<file path="config.mk">
export PLATFORM = sky130hd
export DESIGN_NAME = systolic_feeder
export DESIGN_NICKNAME = d
export VERILOG_FILES = /design/src/rtl/systolic_feeder.sv
export SDC_FILE = /design/constraint.sdc
export NUM_CORES = 1
export LEC_CHECK = 0
export ABC_AREA = 1
export CAP_MARGIN = 10
export CELL_PAD_IN_SITES_DETAIL_PLACEMENT = 0
export CELL_PAD_IN_SITES_GLOBAL_PLACEMENT = 1
export CORE_MARGIN = 5
export CORE_UTILIZATION = 45
export DETAILED_ROUTE_END_ITERATION = 10
export PLACE_DENSITY = 0.88
export SYNTH_ARGS = -nofsm -noshare
export SYNTH_HDL_FRONTEND = slang
export SYNTH_SLANG_ARGS = --single-unit
</file>
<file path="constraint.sdc">
create_clock -name clk -period 9.3 [get_ports clk]
set_input_delay 0.93 -clock clk [delete_from_list [all_inputs] [get_ports clk]]
set_output_delay 0.93 -clock clk [all_outputs]
set_load 0.01 [all_outputs]
</file>
<file path="src/rtl/systolic_feeder.sv">
// systolic_feeder: buffers weights and activations, then drives an NxN
// weight-stationary array.
// Ports: clk, reset; wr_en/wr_sel/wr_addr/wr_data host writes; start;
// load_weight, weight_out, a_out, valid_out to the array; busy, done.
module systolic_feeder #(
  parameter int N  = 2,
  parameter int M  = 2,
  parameter int DW = 8,
  localparam int MX = (N * N > M * N) ? N * N : M * N,
  localparam int AW = (MX > 1) ? $clog2(MX) : 1
) (
  input  logic              clk,
  input  logic              reset,
  input  logic              wr_en,
  input  logic              wr_sel,
  input  logic [AW-1:0]     wr_addr,
  input  logic [DW-1:0]     wr_data,
  input  logic              start,
  output logic              load_weight,
  output logic [N*N*DW-1:0] weight_out,
  output logic [N*DW-1:0]   a_out,
  output logic [N-1:0]      valid_out,
  output logic              busy,
  output logic              done
);

  localparam int CW = $clog2(M + N + 1);

  typedef enum logic [2:0] {
    IDLE,
    LOAD_W,
    STREAM,
    DRAIN,
    FIN
  } state_t;

  state_t state, state_n;
  logic ph, ph_n;
  logic [CW-1:0] cnt, cnt_n;

  logic [DW-1:0] wbuf [N*N];
  logic [DW-1:0] abuf [M*N];
  logic [DW-1:0] wbuf_n [N*N];
  logic [DW-1:0] abuf_n [M*N];

  logic [N*N*DW-1:0] w_n;
  logic [N*DW-1:0] a_n;
  logic [N-1:0] v_n;

  // Next buffer contents; outputs are built from these so a write that
  // coincides with start is already visible in the run it launches.
  always_comb begin
    wbuf_n = wbuf;
    abuf_n = abuf;
    if (wr_en && state == IDLE) begin
      if (!wr_sel) begin
        if (int'(wr_addr) < N * N)
          wbuf_n[wr_addr] = wr_data;
      end else begin
        if (int'(wr_addr) < M * N)
          abuf_n[wr_addr] = wr_data;
      end
    end
  end

  // ph marks the second cycle of a beat; counters advance on it only.
  always_comb begin
    state_n = state;
    ph_n = ph;
    cnt_n = cnt;
    unique case (state)
      IDLE: begin
        if (start) begin
          state_n = LOAD_W;
          ph_n = 1'b0;
          cnt_n = '0;
        end
      end
      LOAD_W: begin
        ph_n = ~ph;
        if (ph) begin
          state_n = STREAM;
          cnt_n = '0;
        end
      end
      STREAM: begin
        ph_n = ~ph;
        if (ph) begin
          if (cnt == CW'(M + N - 2)) begin
            state_n = DRAIN;
            cnt_n = '0;
          end else begin
            cnt_n = cnt + 1'b1;
          end
        end
      end
      DRAIN: begin
        ph_n = ~ph;
        if (ph) begin
          if (cnt == CW'(N - 1)) begin
            state_n = FIN;
            cnt_n = '0;
          end else begin
            cnt_n = cnt + 1'b1;
          end
        end
      end
      FIN: begin
        state_n = IDLE;
        ph_n = 1'b0;
        cnt_n = '0;
      end
      default: state_n = IDLE;
    endcase
  end

  // Row r is active for beats r .. r+M-1 and carries act[(b-r)*N + r].
  always_comb begin
    w_n = '0;
    a_n = '0;
    v_n = '0;
    if (state_n != IDLE) begin
      for (int i = 0; i < N * N; i++)
        w_n[i*DW +: DW] = wbuf_n[i];
    end
    if (state_n == STREAM) begin
      for (int r = 0; r < N; r++) begin
        if (int'(cnt_n) >= r && int'(cnt_n) < r + M) begin
          v_n[r] = 1'b1;
          a_n[r*DW +: DW] = abuf_n[AW'((int'(cnt_n) - r) * N + r)];
        end
      end
    end
  end

  always_ff @(posedge clk or posedge reset) begin
    if (reset) begin
      state <= IDLE;
      ph <= 1'b0;
      cnt <= '0;
      for (int i = 0; i < N * N; i++)
        wbuf[i] <= '0;
      for (int i = 0; i < M * N; i++)
        abuf[i] <= '0;
      load_weight <= 1'b0;
      weight_out <= '0;
      a_out <= '0;
      valid_out <= '0;
      busy <= 1'b0;
      done <= 1'b0;
    end else begin
      state <= state_n;
      ph <= ph_n;
      cnt <= cnt_n;
      wbuf <= wbuf_n;
      abuf <= abuf_n;
      load_weight <= (state_n == LOAD_W);
      weight_out <= w_n;
      a_out <= a_n;
      valid_out <= v_n;
      busy <= (state_n != IDLE);
      done <= (state_n == FIN);
    end
  end

endmodule

</file>
==> Word level (Yosys, flattened, before mapping) <==
Cells that the tools add are included.
Widths: inputs -> output; s select.
{ "totals": {"regBits": 124, "output_inout_bits": 53, "word_cells": 86} }
{ "classes": {"addsub": 3, "bitwise": 4, "eq_ne": 10, "n_lt_le_gt_ge": 7, "n_mux": 37, "n_reduce_logical": 8} }
{ "ops": {"columns": ["cell", "count"], "rows": [
  ["$mux 32", 5],
  ["$bwmux 32", 2],
  ["$mux 8", 7],
  ["$mux 3", 12],
  ["$bmux 8 s2", 2],
  ["$demux 8 s2", 1],
  ["$mux 16", 1],
  ["$pmux 3 s5", 1],
  ["$eq 3x2->1 const B", 4],
  ["$pmux 3 s4", 1],
  ["$eq 3x1->1 const B", 3],
  ["$eq 3x3->1 const B", 2],
  ["$ge 2x3->1 const B", 2],
  ["$lt 3x2->1 const B", 2],
  ["$reduce_bool 3->1", 2],
  ["$not 2->2", 2],
  ["$add 3x1->3 const B", 1],
  ["$ge 3x1->1 const B", 1],
  ["$ge 3x3->1 const B", 1],
  ["$logic_and 1x1->1", 3],
  ["$logic_not 3->1", 1],
  ["$lt 3x1->1 const B", 1],
  ["$mux 1", 3],
  ["$not 2->3", 1],
  ["other kinds (8)", 8]
]} }

==> Logic depth before layout (Yosys ltp) <==
Gate-level depths: netlist of the first run.
{ "logic_depth": {"word_depth": 13, "depth_mapped": 13} }

==> Least setup slack after synthesis of the first run <==
OpenSTA, ideal clock, no wires.
{ "synth_timing": {"kind": "input port to flip-flop", "start": "input port wr_addr[0]", "end": "register a_out[6]", "arrival_time_ns": 1.913, "t_required_ns": 9.173, "path_buffers": 1, "setup_slack_ns": 7.260, "path_stages": 8, "setup_ns": 0.127, "cell_sequence": "or2_2 > nor2_4 > buf_2 > nand2_1 > o21ai_0 > nand2_1 > o21ai_0 > nor2_1"} }
{ "synth_between": {"elab_chain_len": 13} }
{ "synth_lines": {"columns": ["item", "line_no", "text"], "rows": [
  ["from (decl)", "16", "input logic [AW-1:0] wr_addr,"],
  ["$not 2->3 (not written as such) *", "61", "abuf_n[wr_addr] = wr_data;"],
  ["$ge 3x3->1 (not written as such) / $lt 3x1->1 (equally long branches)", "61", null],
  ["$logic_and 1x1->1 (not written as such)", "61", null],
  ["$mux 8 (not written as such)", "61", null],
  ["$demux 8 s2 *", "61", null],
  ["$bwmux 32 *", "61", null],
  ["$mux 32 *", "56", "if (!wr_sel) begin"],
  ["$mux 32 *", "55", "if (wr_en && state == IDLE) begin"],
  ["$bmux 8 s2 *", "130", "a_n[r*DW +: DW] = abuf_n[AW'((int'(cnt_n) - r) * N + r)];"],
  ["$mux 8 (not written as such) * (2 in series)", "130", null],
  ["$mux 8 *", "128", "if (int'(cnt_n) >= r && int'(cnt_n) < r + M) begin"],
  ["$mux 16 *", "126", "if (state_n == STREAM) begin"],
  ["via a_n[6]", "47", "logic [N*DW-1:0] a_n;"],
  ["to (signal assigned)", "159", "a_out <= a_n;"],
  ["to (decl)", "21", "output logic [N*DW-1:0] a_out,"]
]} }
The timed path passes the listed nets; every way through them passes the cells marked *. The select of a mux whose other input is x is not followed.
A chain may end at the register's enable or synchronous reset.

==> Worst setup path in the final report of the first run <==
{ "layout_timing": {"start": "register weight_out[8]", "end": "output port weight_out[8]"} }
{ "layout_lines": {"columns": ["item", "line_no", "text"], "rows": [
  ["from (decl)", "20", "output logic [N*N*DW-1:0] weight_out,"],
  ["from (signal assigned)", "158", "weight_out <= w_n;"]
]} }
No word-level cell between the ends.

==> impl_metrics.csv, run 1 <==
group,metric,value,unit
outcome,outcome,"finished clean",
sta,tightest_slew,0.802,ns
critical_path,arrival,1.43,ns
finish,fill_cells,924,
cts,clock_latency,0.53,ns
logic_synthesis,seq_area_frac_synth,62.7,%
critical_path,path_class,"flip-flop to output pin",
logic_synthesis,syn-num-nets,532,
finish,synthToLayoutAreaGrowth,26.6,%
power,pwr-share-comb,35.2,%
logic_synthesis,synth_top_family_by_area,"simple AND/OR/NAND/NOR gates",
sta,min_period,2.36,ns
logic_synthesis,netlist_instances,517,
placement,hpwl,7460,um
placement,place_inst,713,
global_routing,grt_pass1_wl,18400,um
power,power.share.clock,27.0,%
power,power.internal,1.46,mW
logic_synthesis,synth_compound_area_share,9.43,%
global_routing,grt_pass1_vias,3830,
logic_synthesis,synth-simple-area-share,20.2,%
routing,viasPerCell,4.87,
sta,setup_viol,0,
sta,rsz0062_at_grt,"false",
cts,cts_tree,"built",
global_routing,grt_usage,18.2,%
routing,vias,3628,
floorplan,die_w,115,um
sta,setup_tns,0,ns
sta,finClkSkew,0.00607,ns
finish,instances_no_fill,745,
logic_synthesis,synth_mux_area_share,0,%
sta,fin_crit_sh,25.4,%
power,powerDensity,361,nW/um^2
critical_path,cp_data_required_time,8.37,ns
global_routing,antenna_found_initial,0,
logic_synthesis,synth_xor_area_share,0,%
finish,n_antenna_cell,0,
critical_path,cp_max_fo,1,
routing,drc_errors,0,
logic_synthesis,yosys_warnings,0,
sta,maxSlewHeadroom,46.5,%
finish,layout-drive-gt1-share,11.9,%
global_routing,grt_max_degree,65,
cts,clk_pin_slew_worst_paths,0.06,ns
placement,numPortBuffers,67,
logic_synthesis,syn_avg_cell_area,9.57,um^2
floorplan,initial_core_util,45.9,%
finish,final_cell_mix,"nand2_1 (131), dfrtp_1 (124), inv_1 (69), clkdlybuf4s50_1 (67), o21ai_0 (51)",
power,p_switching,805,uW
floorplan,dieHeight,115,um
routing,dr.pass1.iters,4,
power,switching_share,35.6,%
finish,layout_commonest_cell,"nand2_1",
critical_path,cp_slowest_cell,"clkdlybuf4s50_1",
placement,gp_congestion,0.866,
power,power.share.sequential,37.9,%
logic_synthesis,synth_seq_cells,124,
cts,htreeDepth,4,
critical_path,slowest_delay,0.55,ns
logic_synthesis,synthAdderAreaFrac,0,%
global_routing,grt_overflow,0,
floorplan,die_area,13200,um^2
cts,cts_inserted_buffers,17,
sta,slew_viol_final,0,
cts,cts_buffer_depth,2,
logic_synthesis,syn_area,4950,um^2
routing,drt_iter0_drc,226,
critical_path,crit_path_start_kind,"flip-flop",
floorplan,core_area,10800,um^2
run,cap_violations,0,
power,leakage,3.04,nW
routing,drt_wl_total,11100,um
finish,fin_nets,607,
cts,ctsHoldBuffers,0,
cts,cts_root_buf,"clkbuf_8",
routing,wire_per_inst,14.9,um
floorplan,io_pins,68,
cts,cts.sinks,124,
power,ir_worst_vdd,204,uV
cts,post_cts_buffers,0,
critical_path,critPathTopFamily,"buffers and inverters",
hold_path,hp-class,"flip-flop to flip-flop",
cts,post_cts_resized,0,
floorplan,rows,38,
routing,final_antenna_net_count,0,
sta,fmax,0.423,GHz
critical_path,crit_path_end_kind,"output pin",
sta,hold_viol,0,
critical_path,worst-path-buf-inv,1,
logic_synthesis,synth.distinct_cells,27,
critical_path,crit_path_cell_trace,"clkdlybuf4s50_1",
[synth_stat cells, drive strengths merged]
library cell	n	share of area, %
o21bai	2	0.30
nor2	60	6.4
o211ai	1	0.15
buf	12	2.0
inv	74	5.6
o21ai	75	8.3
or2	1	0.13
nor3	4	0.63
clkbuf	1	0.076
a21oi	7	0.71
nand3	14	1.5
dfrtp	124	63
nand2	139	11
nand4	3	0.51
[through the flow]
stage | total power [mW] | setup WS, ns | hold WS [ns] | util [%] | cell area [um^2]
floorplan | 1.38 | 5.07 | 0.436 | - | 4950
global route | 2.43 | 6.80 | 0.488 | 58.1 | 6270
CTS | 2.29 | 6.92 | 0.470 | 58.1 | 6270
finish | 2.26 | 6.94 | 0.471 | 58.1 | 6270
global placement | 1.63 | 6.51 | 0.450 | 52.9 | 5710
detailed placement | 1.67 | 6.47 | 0.455 | 52.9 | 5710
[tightest hold or removal path: stages, from the launching register on]
cell and delay (ns):
dfrtp_1 0.33, nand2_1 0.06, nand2_1 0.05
[final timing paths]
path | from | to | slack, ns | cells past startpoint
min in group asynchronous | reset | busy | 0.91 | 2
setup / recovery | weight_out[8] | weight_out[8] | 6.94 | 1
hold reg to reg | wbuf[4] | wbuf[4] | 0.47 | 2
hold / removal | wbuf[4] | wbuf[4] | 0.47 | 2
max in group asynchronous | reset | wbuf[23] | 7.12 | 3
setup reg to reg | state[0] | a_out[2] | 7.25 | 10
[power groups by stage]
stage               Sequential (mW)  Combinational, mW  Clock (mW)
floorplan                     0.884              0.495           0
global placement              0.856              0.779           0
detailed placement            0.863              0.802           0
CTS                           0.858              0.809       0.619
global route                  0.879              0.900       0.648
finish                        0.857              0.795       0.610
[cell families (layout without fill, tap and decap cells)]
kind of cell,Yosys count,count (layout)
AND/OR/NAND/NOR,221,221
flip-flops,124,124
buffers and inverters,87,175
AO/OA/AOI/OAI,85,85
[state kept, by name, summed over array words and instances, names as in the netlist, 2 cells and up]
name / count
valid_out: 2
abuf: 32
weight_out: 32
wbuf: 32
a_out: 16
cnt: 3
state: 3
[cell type report]
cell class	count	area, um^2	area share [%]
Clock buffer	19	442	7.05
Clock inverter	13	118	1.88
Inverter	74	280	4.47
Multi-Input combinational cell	306	1470	23.4
Sequential cell	124	3100	49.5
Tap cell	140	175	2.79
Timing Repair Buffer	69	686	10.9
[metal layers]
| metal | vias up | track usage, % | share of wire [%] |
|---|---|---|---|
| met1 | 1749 | 23.6 | 44 |
| met2 | 112 | 28.0 | 48 |
| li1 | 1748 | - | - |
| met3 | 19 | 5.63 | 6.3 |
| met5 | - | 0 | 0 |
| met4 | 0 | 8.61 | 1.8 |
Power figures use the tool's default switching activity.
==> inputs of run 2 (changes only) <==
- CORE_UTILIZATION: 45 -> 42
- PLACE_DENSITY: 0.88 -> 0.83
- clock period: 9.3 -> 2.4 ns (I/O delays scaled with it)
==> run 2 against run 1 <==
Compared with the run above:
- routed wire length shrank 0.14%
- first-iteration DRC count grew 8.8%
- flip-flop and latch count is the same
- largest power group unchanged
- hold slack lost 0.13 ns
- combinational power grew to 3.9 times the previous value
- non-clock buffer count grew 2
- total power grew to 3.9 times the previous value
==> impl_metrics.csv, run 2 (synthesized netlist as in run 1, its figures left out) <==
group,metric,value,unit
outcome,outcome,"finished clean",
placement,numPortBuffers,67,
routing,drt_iter0_drc,246,
critical_path,crit_path_start_kind,"flip-flop",
floorplan,initial_core_util,43.2,%
cts,clock_latency,0.41,ns
floorplan,dieHeight,119,um
power,power.share.clock,27.2,%
cts,post_cts_resized,0,
hold_path,hp-class,"primary input to asynchronous set/reset pin",
finish,layout-drive-gt1-share,12.2,%
finish,n_antenna_cell,0,
global_routing,grt_max_degree,125,
power,power.share.sequential,37.6,%
routing,drc_errors,0,
sta,setup_tns,0,ns
routing,vias,3552,
global_routing,grt_pass1_vias,3754,
finish,layout_commonest_cell,"nand2_1",
sta,maxSlewHeadroom,55.4,%
sta,slew_viol_final,0,
finish,multi_input_area,1470,um^2
floorplan,rows,39,
power,leakage,3.06,nW
routing,drt_wl_total,11100,um
routing,wire_per_inst,14.8,um
floorplan,io_pins,68,
power,p_total,8.81,mW
global_routing,antenna_found_initial,0,
placement,gp_congestion,0.798,
power,power.internal,5.63,mW
cts,cts_buffer_depth,2,
power,pwr-share-comb,35.2,%
sta,setup_viol,0,
finish,synthToLayoutAreaGrowth,27.4,%
sta,hold_viol,0,
finish,fin_nets,609,
sta,fmax,0.465,GHz
cts,cts_tree,"built",
finish,seqCellArea,3100,um^2
floorplan,core_area,11500,um^2
cts,htreeDepth,4,
global_routing,grt_pass1_wl,18900,um
sta,fin_crit_sh,89.6,%
cts,ctsHoldBuffers,0,
sta,min_period,2.15,ns
routing,final_antenna_net_count,0,
finish,final_cell_mix,"nand2_1 (131), dfrtp_1 (124), inv_1 (69), clkdlybuf4s50_1 (67), o21ai_0 (51)",
cts,cts_inserted_buffers,17,
global_routing,grt_overflow,0,
finish,fill_cells,1024,
floorplan,die_area,14100,um^2
placement,hpwl,7330,um
critical_path,arrival,2.43,ns
critical_path,cp_data_required_time,2.68,ns
sta,rsz0062_at_grt,"false",
cts,post_cts_buffers,0,
routing,viasPerCell,4.74,
critical_path,path_class,"flip-flop to flip-flop",
run,cap_violations,0,
sta,finClkSkew,0.0109,ns
global_routing,grt_usage,16.8,%
power,ir_worst_vdd,617,uV
finish,top_regs,"abuf x32, wbuf x32, weight_out x32",
power,powerDensity,1400,nW/um^2
power,p_switching,3.18,mW
floorplan,die_w,119,um
power,switching_share,36.1,%
critical_path,cp_max_fo,21,
critical_path,crit_path_end_kind,"flip-flop",
sta,tightest_slew,0.669,ns
cts,clk_pin_slew_worst_paths,0.06,ns
routing,dr.pass1.iters,4,
cts,cts.sinks,124,
cts,cts_root_buf,"clkbuf_16",
## run 2: cell count changes in the layout (fill, tap and decap cells not counted), moves of 2 or more
cell / delta
clkbuf_8: -2
clkinv_2: -3
inv_6: +6
inv_8: +2
## run 2: area by class of cell
type	instances	area share, %
flip-flops and latches	124	49.2
multi-input cells	306	23.2
repair buffers	71	11.3
clock buffers	18	6.97
inverters	74	4.47
well taps	143	2.84
clock inverters	14	1.96
## run 2: metrics by stage
| stage | worst slack [ns] | util [%] | hold slack [ns] | std cells | instance area [um^2] |
|---|---|---|---|---|---|
| after floorplan | 0.635 | - | 0.371 | 517 | 4950 |
| final | 0.250 | 55.0 | 0.336 | 750 | 6300 |
| after global placement | 0.302 | 50.1 | 0.450 | 718 | 5740 |
| after CTS | 0.244 | 55.0 | 0.395 | 750 | 6300 |
| after detailed placement | 0.235 | 50.1 | 0.453 | 718 | 5740 |
| after global routing | 0.110 | 55.0 | 0.410 | 750 | 6300 |
## run 2: final timing paths
| check | startpoint | end | slack [ns] | depth (start not counted) |
|---|---|---|---|---|
| min reg2reg | wbuf[7] | wbuf[7] | 0.47 | 2 |
| min | reset | weight_out[4] | 0.34 | 3 |
| max reg2reg | state[0] | a_out[2] | 0.25 | 10 |
| max in group asynchronous | reset | cnt[0] | 1.52 | 3 |
| min in group clk | start | load_weight | 0.44 | 3 |
| max | state[0] | a_out[2] | 0.25 | 10 |
## run 2: critical path: stages, from the launching register on
cell     delay, ns
dfrtp_1       0.43
nor2_4        0.15
nand2_2       0.09
nor2_4        0.12
nand2_2       0.32
nor2_4        0.39
nand2_1       0.10
o21ai_0       0.15
nand2_1       0.11
o21ai_1       0.09
nor2_1        0.05
## run 2: power by group through the flow
stage / clock [mW] / combinational (mW) / sequential, mW
2_1_floorplan: 0 / 1.92 / 3.42
3_3_place_gp: 0 / 3.04 / 3.32
3_5_place_dp: 0 / 3.13 / 3.34
4_1_cts: 2.45 / 3.16 / 3.32
5_1_grt: 2.55 / 3.53 / 3.41
6_report: 2.40 / 3.10 / 3.31
## run 2: routing by layer
layer  track usage [%]  vias to the layer above  part of all wire (%)
met5                 0                        -                     0
met4              6.87                        0                   1.6
met3              4.25                       12                   4.8
met2              26.5                       83                    48
met1              22.2                     1693                    45
li1                  -                     1764                     -
==> inputs of run 3 (changes only) <==
- CORE_MARGIN: 5 -> unset
==> run 3 against run 2 <==
Compared with the run above:
- final cell count is the same
- worst setup slack gained 0.10 ns
- global-route usage grew 2.5 points
- utilization grew 0.14 points
- via count grew 0.79%
- combinational power is essentially flat
- clock skew shrank 0.0038 ns
- total power grew 0.76%
- critical path depth is the same
- sequential power is essentially flat
- clock-buffer cell count grew 4
- largest power group unchanged
- highest routed layer unchanged
==> impl_metrics.csv, run 3 (synthesized netlist as in run 1, its figures left out) <==
group,metric,value,unit
sta,fmax,0.489,GHz
sta,fin_crit_sh,85.2,%
routing,final_antenna_net_count,0,
critical_path,crit_top_cell,"nor2_4",
sta,finClkSkew,0.00718,ns
global_routing,grt_usage,19.2,%
cts,cts_root_buf,"clkbuf_16",
critical_path,worst-path-buf-inv,0,
power,power.share.sequential,37.3,%
placement,place_inst,718,
critical_path,crit_path_cell_trace,"nor2_4 -> nand2_2 -> nor2_4 -> nand2_2 -> nor2_4 -> nand2_1 -> o21ai_0 -> nand2_1 -> o21ai_0 -> nor2_1",
critical_path,path_class,"flip-flop to flip-flop",
finish,fin_area,6320,um^2
finish,final_cell_mix,"nand2_1 (131), dfrtp_1 (124), inv_1 (69), clkdlybuf4s50_1 (67), o21ai_0 (51)",
critical_path,cp_data_required_time,2.69,ns
finish,fin_nets,609,
cts,post_cts_buffers,0,
sta,slew_viol_final,0,
placement,numPortBuffers,67,
power,powerDensity,1400,nW/um^2
cts,cts_buffer_depth,2,
finish,n_antenna_cell,0,
routing,wire_per_inst,14.4,um
cts,cts_inserted_buffers,17,
outcome,outcome,"finished clean",
critical_path,crit_path_end_kind,"flip-flop",
critical_path,cp_max_fo,21,
cts,cts.sinks,124,
critical_path,cp_slowest_cell,"dfrtp_1",
floorplan,die_area,12200,um^2
sta,hold_viol,0,
global_routing,grt_overflow,0,
critical_path,critPathTopFamily,"simple AND/OR/NAND/NOR gates",
finish,top_regs,"abuf x32, wbuf x32, weight_out x32",
finish,synthToLayoutAreaGrowth,27.7,%
global_routing,grt_pass1_wl,18000,um
sta,rsz0062_at_grt,"false",
floorplan,rows,39,
finish,instances_no_fill,750,
global_routing,grt_pass1_vias,3620,
power,power.share.clock,28.0,%
cts,post_cts_resized,0,
power,p_total,8.88,mW
power,power.internal,5.82,mW
floorplan,io_pins,68,
floorplan,initial_core_util,43.2,%
cts,clock_latency,0.41,ns
floorplan,dieHeight,111,um
placement,gp_congestion,0.832,
power,ir_worst_vdd,708,uV
floorplan,core_area,11500,um^2
cts,cts_tree,"built",
power,leakage,3.06,nW
sta,tightest_slew,0.671,ns
placement,place_area,5740,um^2
critical_path,crit_path_start_kind,"flip-flop",
power,p_switching,3.05,mW
routing,drt_iter0_drc,200,
power,pwr-share-comb,34.7,%
global_routing,grt_max_degree,125,
routing,drt_wl_total,10800,um
placement,hpwl,6880,um
floorplan,die_w,111,um
cts,htreeDepth,4,
critical_path,slowest_delay,0.43,ns
routing,viasPerCell,4.77,
routing,dr.pass1.iters,7,
hold_path,hp-class,"primary input to asynchronous set/reset pin",
critical_path,arrival,2.33,ns
sta,maxSlewHeadroom,55.2,%
run,cap_violations,0,
global_routing,antenna_found_initial,0,
finish,layout-drive-gt1-share,11.7,%
power,switching_share,34.4,%
sta,setup_viol,0,
cts,ctsHoldBuffers,0,
sta,setup_tns,0,ns
routing,drc_errors,0,
sta,min_period,2.05,ns
cts,clk_pin_slew_worst_paths,0.05,ns
finish,layout_commonest_cell,"nand2_1",
routing,vias,3580,
==> run 3: routing by layer <==
layer,share of wire [%],GRT usage [%]
met1,44,25.2
met2,49,29.8
met3,5.3,5.93
met4,1.7,7.91
met5,0,0
==> run 3: worst paths after layout <==
kind                       startpoint       endpoint  slack (ns)  cells past startpoint
setup reg to reg             state[0]       a_out[6]        0.35                     10
setup / recovery             state[0]       a_out[6]        0.35                     10
max in group asynchronous       reset             ph        1.54                      3
hold reg to reg               wbuf[4]        wbuf[4]        0.47                      2
hold / removal                  reset  weight_out[4]        0.32                      3
min in group clk                start    load_weight        0.44                      3
==> run 3: area by class of cell <==
class	instances	area, um^2
multi-input cells	306	1470
repair buffers	71	713
clock buffers	22	464
well taps	143	179
flip-flops and latches	124	3100
clock inverters	10	115
fillers	1026	5150
inverters	74	282
==> run 3: power groups by stage <==
stage,Clock [mW],Sequential [mW],Combinational (mW)
detailed placement,0,3.34,3.08
global route,2.62,3.40,3.49
CTS,2.53,3.32,3.12
finish,2.49,3.31,3.08
global placement,0,3.32,3.03
floorplan,0,3.42,1.92
==> run 3: through the flow <==
step | hold slack, ns | utilization (%) | setup WS [ns]
after floorplan | 0.371 | - | 0.635
final | 0.320 | 55.1 | 0.355
after global routing | 0.455 | 55.1 | 0.128
after detailed placement | 0.456 | 50.1 | 0.201
after CTS | 0.398 | 55.1 | 0.326
after global placement | 0.450 | 50.1 | 0.301
==> run 3: worst register-to-register path, delay by kind of cell, from the launching register on <==
family,cells,cell delay (ns)
AO/OA/AOI/OAI,2,0.23
flip-flops,1,0.43
AND/OR/NAND/NOR,8,1.26
